`src/rtl/rc4_key_search_ctrl.sv`:
```
`default_nettype none
// +----------------------------------------------------------------------------+
// | rc4_key_search_ctrl                                                        |
// | Sequences init/shuffle/decrypt per candidate key, muxes the S-RAM write    |
// | port and scans the decrypted message for printable text.                   |
// | Optional: RC4_KEY_SEARCH_TIMEOUT_EN adds a per-phase watchdog.             |
// | Revision: 1.0                                                              |
// +----------------------------------------------------------------------------+
module rc4_key_search_ctrl #(
  parameter int                   KEY_WIDTH      = 24,
  parameter logic [KEY_WIDTH-1:0] KEY_START      = 24'h000000,
  parameter logic [KEY_WIDTH-1:0] KEY_END        = 24'h3FFFFF,
  parameter int                   MSG_DEP        = 32,
  parameter int                   TIMEOUT_CYCLES = 4096
) (
  input  logic                       clk,
  input  logic                       reset,
  input  logic                       go,
  output logic [KEY_WIDTH-1:0]       key,
  output logic                       init_start,
  output logic                       shuf_start,
  output logic                       dec_start,
  input  logic                       init_done,
  input  logic                       shuf_done,
  input  logic                       dec_done,
  input  logic [7:0]                 init_addr,
  input  logic [7:0]                 init_wdata,
  input  logic                       init_wren,
  input  logic [7:0]                 shuf_addr,
  input  logic [7:0]                 shuf_wdata,
  input  logic                       shuf_wren,
  input  logic [7:0]                 dec_addr,
  input  logic [7:0]                 dec_wdata,
  input  logic                       dec_wren,
  output logic [7:0]                 s_addr,
  output logic [7:0]                 s_wdata,
  output logic                       s_wren,
  output logic [$clog2(MSG_DEP)-1:0] dmsg_addr,
  input  logic [7:0]                 dmsg_data,
  output logic                       busy,
  output logic                       found,
  output logic                       fail,
  output logic                       timeout_err
);

  localparam int c_K_W = $clog2(MSG_DEP);
  localparam logic [c_K_W-1:0] c_K_LAST = c_K_W'(MSG_DEP - 1);

  localparam logic [3:0] c_ST_IDLE       = 4'd0;
  localparam logic [3:0] c_ST_START_INIT = 4'd1;
  localparam logic [3:0] c_ST_WAIT_INIT  = 4'd2;
  localparam logic [3:0] c_ST_START_SHUF = 4'd3;
  localparam logic [3:0] c_ST_WAIT_SHUF  = 4'd4;
  localparam logic [3:0] c_ST_START_DEC  = 4'd5;
  localparam logic [3:0] c_ST_WAIT_DEC   = 4'd6;
  localparam logic [3:0] c_ST_CHECK_RD   = 4'd7;
  localparam logic [3:0] c_ST_CHECK_CMP  = 4'd8;
  localparam logic [3:0] c_ST_NEXT_KEY   = 4'd9;
  localparam logic [3:0] c_ST_FOUND      = 4'd10;
  localparam logic [3:0] c_ST_FAIL       = 4'd11;

  logic [3:0]           r_state;
  logic [3:0]           w_next_state;
  logic [KEY_WIDTH-1:0] r_key;
  logic [c_K_W-1:0]     r_k;
  logic                 w_idle_like;
  logic                 w_printable;
  logic                 w_last_byte;
  logic                 w_wdog_expired;

  assign w_idle_like = (r_state == c_ST_IDLE) || (r_state == c_ST_FOUND) ||
                       (r_state == c_ST_FAIL);
  assign w_printable = ((dmsg_data >= 8'h61) && (dmsg_data <= 8'h7A)) ||
                       (dmsg_data == 8'h20);
  assign w_last_byte = (r_k == c_K_LAST);

`ifdef RC4_KEY_SEARCH_TIMEOUT_EN
  localparam int c_WDOG_W = $clog2(TIMEOUT_CYCLES + 1);
  localparam logic [c_WDOG_W-1:0] c_WDOG_LAST = c_WDOG_W'(TIMEOUT_CYCLES - 1);

  logic [c_WDOG_W-1:0] r_wdog;
  logic                r_timeout_err;
  logic                w_in_wait;
  logic                w_phase_done;

  assign w_in_wait = (r_state == c_ST_WAIT_INIT) || (r_state == c_ST_WAIT_SHUF) ||
                     (r_state == c_ST_WAIT_DEC);
  assign w_phase_done = ((r_state == c_ST_WAIT_INIT) && init_done) ||
                        ((r_state == c_ST_WAIT_SHUF) && shuf_done) ||
                        ((r_state == c_ST_WAIT_DEC)  && dec_done);
  assign w_wdog_expired = (r_wdog == c_WDOG_LAST);
  assign timeout_err    = r_timeout_err;

  // Counter is held at zero outside WAIT states, so it restarts on every entry.
  always_ff @(posedge clk) begin
    if (reset) begin
      r_wdog        <= '0;
      r_timeout_err <= 1'b0;
    end else begin
      r_wdog <= w_in_wait ? r_wdog + 1'b1 : '0;
      if (w_idle_like && go)
        r_timeout_err <= 1'b0;
      else if (w_in_wait && !w_phase_done && w_wdog_expired)
        r_timeout_err <= 1'b1;
    end
  end
`else
  assign w_wdog_expired = 1'b0;
  assign timeout_err    = 1'b0;
`endif

  always_ff @(posedge clk) begin
    if (reset) r_state <= c_ST_IDLE;
    else       r_state <= w_next_state;
  end

  always_comb begin
    w_next_state = r_state;
    case (r_state)
      c_ST_IDLE, c_ST_FOUND, c_ST_FAIL:
        if (go) w_next_state = c_ST_START_INIT;
      c_ST_START_INIT: w_next_state = c_ST_WAIT_INIT;
      c_ST_WAIT_INIT:
        if (init_done)           w_next_state = c_ST_START_SHUF;
        else if (w_wdog_expired) w_next_state = c_ST_FAIL;
      c_ST_START_SHUF: w_next_state = c_ST_WAIT_SHUF;
      c_ST_WAIT_SHUF:
        if (shuf_done)           w_next_state = c_ST_START_DEC;
        else if (w_wdog_expired) w_next_state = c_ST_FAIL;
      c_ST_START_DEC:  w_next_state = c_ST_WAIT_DEC;
      c_ST_WAIT_DEC:
        if (dec_done)            w_next_state = c_ST_CHECK_RD;
        else if (w_wdog_expired) w_next_state = c_ST_FAIL;
      c_ST_CHECK_RD:   w_next_state = c_ST_CHECK_CMP;
      c_ST_CHECK_CMP:
        if (!w_printable)        w_next_state = c_ST_NEXT_KEY;
        else if (w_last_byte)    w_next_state = c_ST_FOUND;
        else                     w_next_state = c_ST_CHECK_RD;
      c_ST_NEXT_KEY:
        w_next_state = (r_key == KEY_END) ? c_ST_FAIL : c_ST_START_INIT;
      default:         w_next_state = c_ST_IDLE;
    endcase
  end

  // Key range check is plain equality, so a KEY_END below KEY_START wraps the key.
  always_ff @(posedge clk) begin
    if (reset) begin
      r_key <= '0;
      r_k   <= '0;
    end else begin
      if (w_idle_like && go)
        r_key <= KEY_START;
      else if ((r_state == c_ST_NEXT_KEY) && (r_key != KEY_END))
        r_key <= r_key + 1'b1;
      if ((r_state == c_ST_WAIT_DEC) && dec_done)
        r_k <= '0;
      else if ((r_state == c_ST_CHECK_CMP) && w_printable && !w_last_byte)
        r_k <= r_k + 1'b1;
    end
  end

  always_comb begin
    init_start = (r_state == c_ST_START_INIT);
    shuf_start = (r_state == c_ST_START_SHUF);
    dec_start  = (r_state == c_ST_START_DEC);
    busy       = !w_idle_like;
    found      = (r_state == c_ST_FOUND);
    fail       = (r_state == c_ST_FAIL);
    s_addr     = 8'h00;
    s_wdata    = 8'h00;
    s_wren     = 1'b0;
    case (r_state)
      c_ST_START_INIT, c_ST_WAIT_INIT: begin
        s_addr  = init_addr;
        s_wdata = init_wdata;
        s_wren  = init_wren;
      end
      c_ST_START_SHUF, c_ST_WAIT_SHUF: begin
        s_addr  = shuf_addr;
        s_wdata = shuf_wdata;
        s_wren  = shuf_wren;
      end
      c_ST_START_DEC, c_ST_WAIT_DEC: begin
        s_addr  = dec_addr;
        s_wdata = dec_wdata;
        s_wren  = dec_wren;
      end
      default: ;
    endcase
  end

  assign key       = r_key;
  assign dmsg_addr = r_k;

endmodule
`default_nettype wire

```
`config.mk`:
```
export PLATFORM = sky130hd
export DESIGN_NAME = rc4_key_search_ctrl
export DESIGN_NICKNAME = d
export VERILOG_FILES = /design/src/rtl/rc4_key_search_ctrl.sv
export SDC_FILE = /design/constraint.sdc
export NUM_CORES = 1
export LEC_CHECK = 0
export CAP_MARGIN = 25
export CELL_PAD_IN_SITES_DETAIL_PLACEMENT = 1
export CELL_PAD_IN_SITES_GLOBAL_PLACEMENT = 1
export CORE_ASPECT_RATIO = 1.4
export CORE_UTILIZATION = 29
export DETAILED_ROUTE_END_ITERATION = 8
export GPL_ROUTABILITY_DRIVEN = 0
export PLACE_DENSITY_LB_ADDON = 0.1
export SYNTH_ARGS = -nofsm -noshare
export SYNTH_HDL_FRONTEND = slang
export SYNTH_SLANG_ARGS = --single-unit
```
`constraint.sdc`:
```
create_clock -name clk -period 4 [get_ports clk]
set_clock_uncertainty 0.15 [all_clocks]
set_input_delay 0.8 -clock clk [delete_from_list [all_inputs] [get_ports clk]]
set_output_delay 0.8 -clock clk [all_outputs]
set_load 0.01 [all_outputs]
```
==> summary.md <==
| Metric | Value |
|---|---|
| Post-CTS sizing | `0` |
| Number of core rows | `37` |
| Hold WC Path Type | `flop to flop` |
| Worst EP required | `approximately 3.1 ns` |
| Sequential share of the synthesized area | `between 20% and 30%` |
| Worst setup SP type | `flop` |
| Async S/R FF share, synth | `0%` |
| H-tree Lvls | `2` |
| Share of cells above drive strength 1 | `6.39%` |
| Final slew viol count | `0` |
| Largest net degree at the start of global routing | `24` |
| Via/cell ratio | `between 5 and 6` |
| Final hold violations | `0` |
| HPWL Detailed | `just over 6 mm` |
| Worst Max-Slew Pin Slew | `0.514 ns` |
| Post-CTS Hold Buffers | `0` |
| Drt first pass iters | `4` |
| Inserted Clock Buffers | `5` |
| Leak Pwr | `about 1.3 nW` |
| RSZ-0062 raised after global routing | `no` |
| Critical path class | `flop to primary output` |
| Arr. time, crit path | `~2.3 ns` |
| #FFs+latches synth | `33` |
| Clock root buffer | `clkbuf_8` |
| Syn Std Cell Area | `between 2000 and 2500 sq um` |
| Cells after Synth | `278` |
| Drt wl/cell | `16.1 um` |
| R2R Path End | `key[20]` |
| Synth top area share | `around 30%` |
| Max-cap violation count | `0` |
| Core ar. | `between 7000 and 8000 sq um` |
| Overall routing resource usage | `around a fifth` |
| Main synth FF type | `dfxtp_1` |
| Drt drc | `0` |
| Tmin final | `between 3 and 4 ns` |
| DR iter-0 viols | `96` |
| Initial Utilization | `approximately 30%` |
| Antenna violations before repair | `0` |
| Largest cells by area after synthesis | `dfxtp_1 30%, a222oi_1 7.7%, inv_1 4.3%` |
| Diodes inserted | `0` |
| R2R Path Start | `r_state[2]` |
| Ys Warns | `0` |
| Slowest stage cell, crit path | `dfxtp_1` |
| Status | `finished clean` |
| Fmax | `0.306 GHz` |
| Number of post-CTS setup repair buffers | `0` |
| First-pass GRT wire length | `between 10 and 15 mm` |
| Ports | `roughly 120` |
| WL final | `a little under 8 mm` |
| Leading area contributor after synthesis | `dfxtp_1` |
| Slew margin rel. | `between 60% and 70%` |
| Number of global-route vias before repair | `approximately 2700` |
| Worst-path clk slew | `about 0.080 ns` |
| Worst hold slack | `about 0.34 ns` |
| Synthesized area per cell | `between 7 and 8 sq um` |
| Post-synth EDFFs | `0` |
| Via count | `between 2000 and 3000` |
| Antenna violation net count after detailed routing | `0` |
| CTS tree | `built` |
| # fillers | `~900` |
| Post-synth cell types | `between 50 and 60` |
| Area growth from synthesis to layout | `62.4%` |
| Net count, final | `~460` |
| TNS Setup | `0 ns` |
| Die Width | `roughly 76 um` |
| Clock buffer depth | `2` |
| Die H | `approximately 110 um` |
| Critical path capture point type | `primary output` |
| R2R depth | `5` |
| Crit-path max cell delay | `about 0.63 ns` |
| PD cells | `just under 400 nW/um^2` |
| VDD IR-drop max | `roughly 0.21 mV` |
| Port Buffer Count | `between 100 and 150` |
| Crit path cell chain | `nand3b_1 -> a21oi_1 -> buf_4 -> a222oi_1 -> inv_1 -> clkdlybuf4s50_1` |
| Final setup violation count | `0` |
| Post-Syn Nets | `346` |
| Total grt overflow | `0` |
| Clock sinks | `33` |
| Later-pin clock latency in the skew report | `between 0.2 and 0.3 ns` |
| Period utilization | `~82%` |
| Worst Setup SP | `r_state[2]` |
| Die ar. | `7960 sq um` |
| Crit path to | `s_addr[1]` |
| Reg2reg setup slack | `around 1.5 ns` |
| Max FO, Critical Path | `18` |
==> routing by layer <==
| metal | GRT usage [%] | wire length (um) | vias up |
|---|---|---|---|
| met5 | 0 | 0 | - |
| met2 | 37.9 | 4340 | 84 |
| met3 | 5.79 | 552 | 6 |
| li1 | - | - | 1269 |
| met1 | 21.9 | 2900 | 1264 |
| met4 | 5.56 | 83 | 0 |
==> synthesized netlist by cell type, types with 3 or more instances <==
| master | instances |
|---|---|
| xnor2_1 | 10 |
| and4_1 | 5 |
| a21oi_1 | 17 |
| nand3b_1 | 5 |
| and3_1 | 6 |
| or3_1 | 6 |
| nand4_1 | 7 |
| ha_1 | 3 |
| nand2_1 | 20 |
| buf_2 | 4 |
| a31oi_1 | 5 |
| nand3_1 | 8 |
| nor3_1 | 6 |
| o21ai_0 | 6 |
| a21bo_2 | 3 |
| a222oi_1 | 17 |
| nand2b_1 | 6 |
| or4_1 | 6 |
| clkbuf_1 | 12 |
| mux2i_1 | 6 |
| dfxtp_1 | 33 |
| nor2_1 | 20 |
| inv_1 | 25 |
| o31ai_1 | 7 |
==> layout by cell type (no fill, tap or decap), drive strengths merged, types with 9 or more instances in the layout <==
master	n
a21oi	17
a222oi	17
clkdlybuf4s50	116
dfxtp	33
inv	25
nand2	20
nand3	9
nor2	20
xnor2	10
==> worst min path at each step <==
stage	start	end	slack [ns]	depth (start not counted)
5_1_grt	key[13]	key[13]	0.40	2
4_1_cts	dmsg_addr[3]	dmsg_addr[3]	0.35	2
3_5_place_dp	dmsg_addr[3]	dmsg_addr[3]	0.34	2
3_3_place_gp	dmsg_addr[3]	dmsg_addr[3]	0.32	2
2_1_floorplan	dmsg_addr[3]	dmsg_addr[3]	0.35	2
6_report	dmsg_addr[3]	dmsg_addr[3]	0.34	2
==> power breakdown <==
part           total (W)  switching (W)  internal (W)
Sequential      0.000351      0.0000131      0.000338
Clock           0.000335       0.000132      0.000203
Combinational   0.000733       0.000337      0.000396
Total            0.00142       0.000482      0.000937
==> state kept, by name, indices dropped and copies added, names as in the netlist <==
name	flops
key	24
r_state	4
dmsg_addr	5
==> worst max-delay path: cells and delay by family (launching register included) <==
family                 cells  cell delay (ns)
buffers and inverters      3             0.78
DFF                        1             0.63
AOI/OAI and AO/OA          2             0.44
and+or+nand+nor            1             0.18
==> area by class of cell <==
type | instances | area (sq um) | share of cell area (%)
Multi-Input combinational cell | 202 | 1370 | 38.3
Timing Repair Buffer | 123 | 1220 | 34.0
Sequential cell | 33 | 661 | 18.4
Tap cell | 97 | 121 | 3.39
Inverter | 25 | 93.8 | 2.62
Clock buffer | 7 | 86.3 | 2.41
Clock inverter | 1 | 30.0 | 0.838
==> per-stage QoR <==
step                utilization [%]  total power [W]  setup slack [ns]  instance area (sq um)  instances
floorplan                         -         0.000716              1.33                   2210        278
global placement               46.9          0.00107             0.831                   3450        479
detailed placement             46.9          0.00108             0.816                   3450        479
CTS                            48.5          0.00142             0.493                   3570        487
global route                   48.7          0.00151             0.586                   3580        488
finish                         48.7          0.00142             0.737                   3580        488
==> cells by family after synthesis <==
family | after synthesis | synth area share [%]
multiplexers | 7 | 3.23
flip-flops | 33 | 29.9
other | 1 | 0.170
adder cells (fa/ha/maj) | 3 | 1.70
AND/OR/NAND/NOR | 108 | 27.8
buffers and inverters | 43 | 8.05
XOR/XNOR | 10 | 3.97
AO/OA/AOI/OAI | 73 | 25.1
Power figures use the tool's default switching activity.
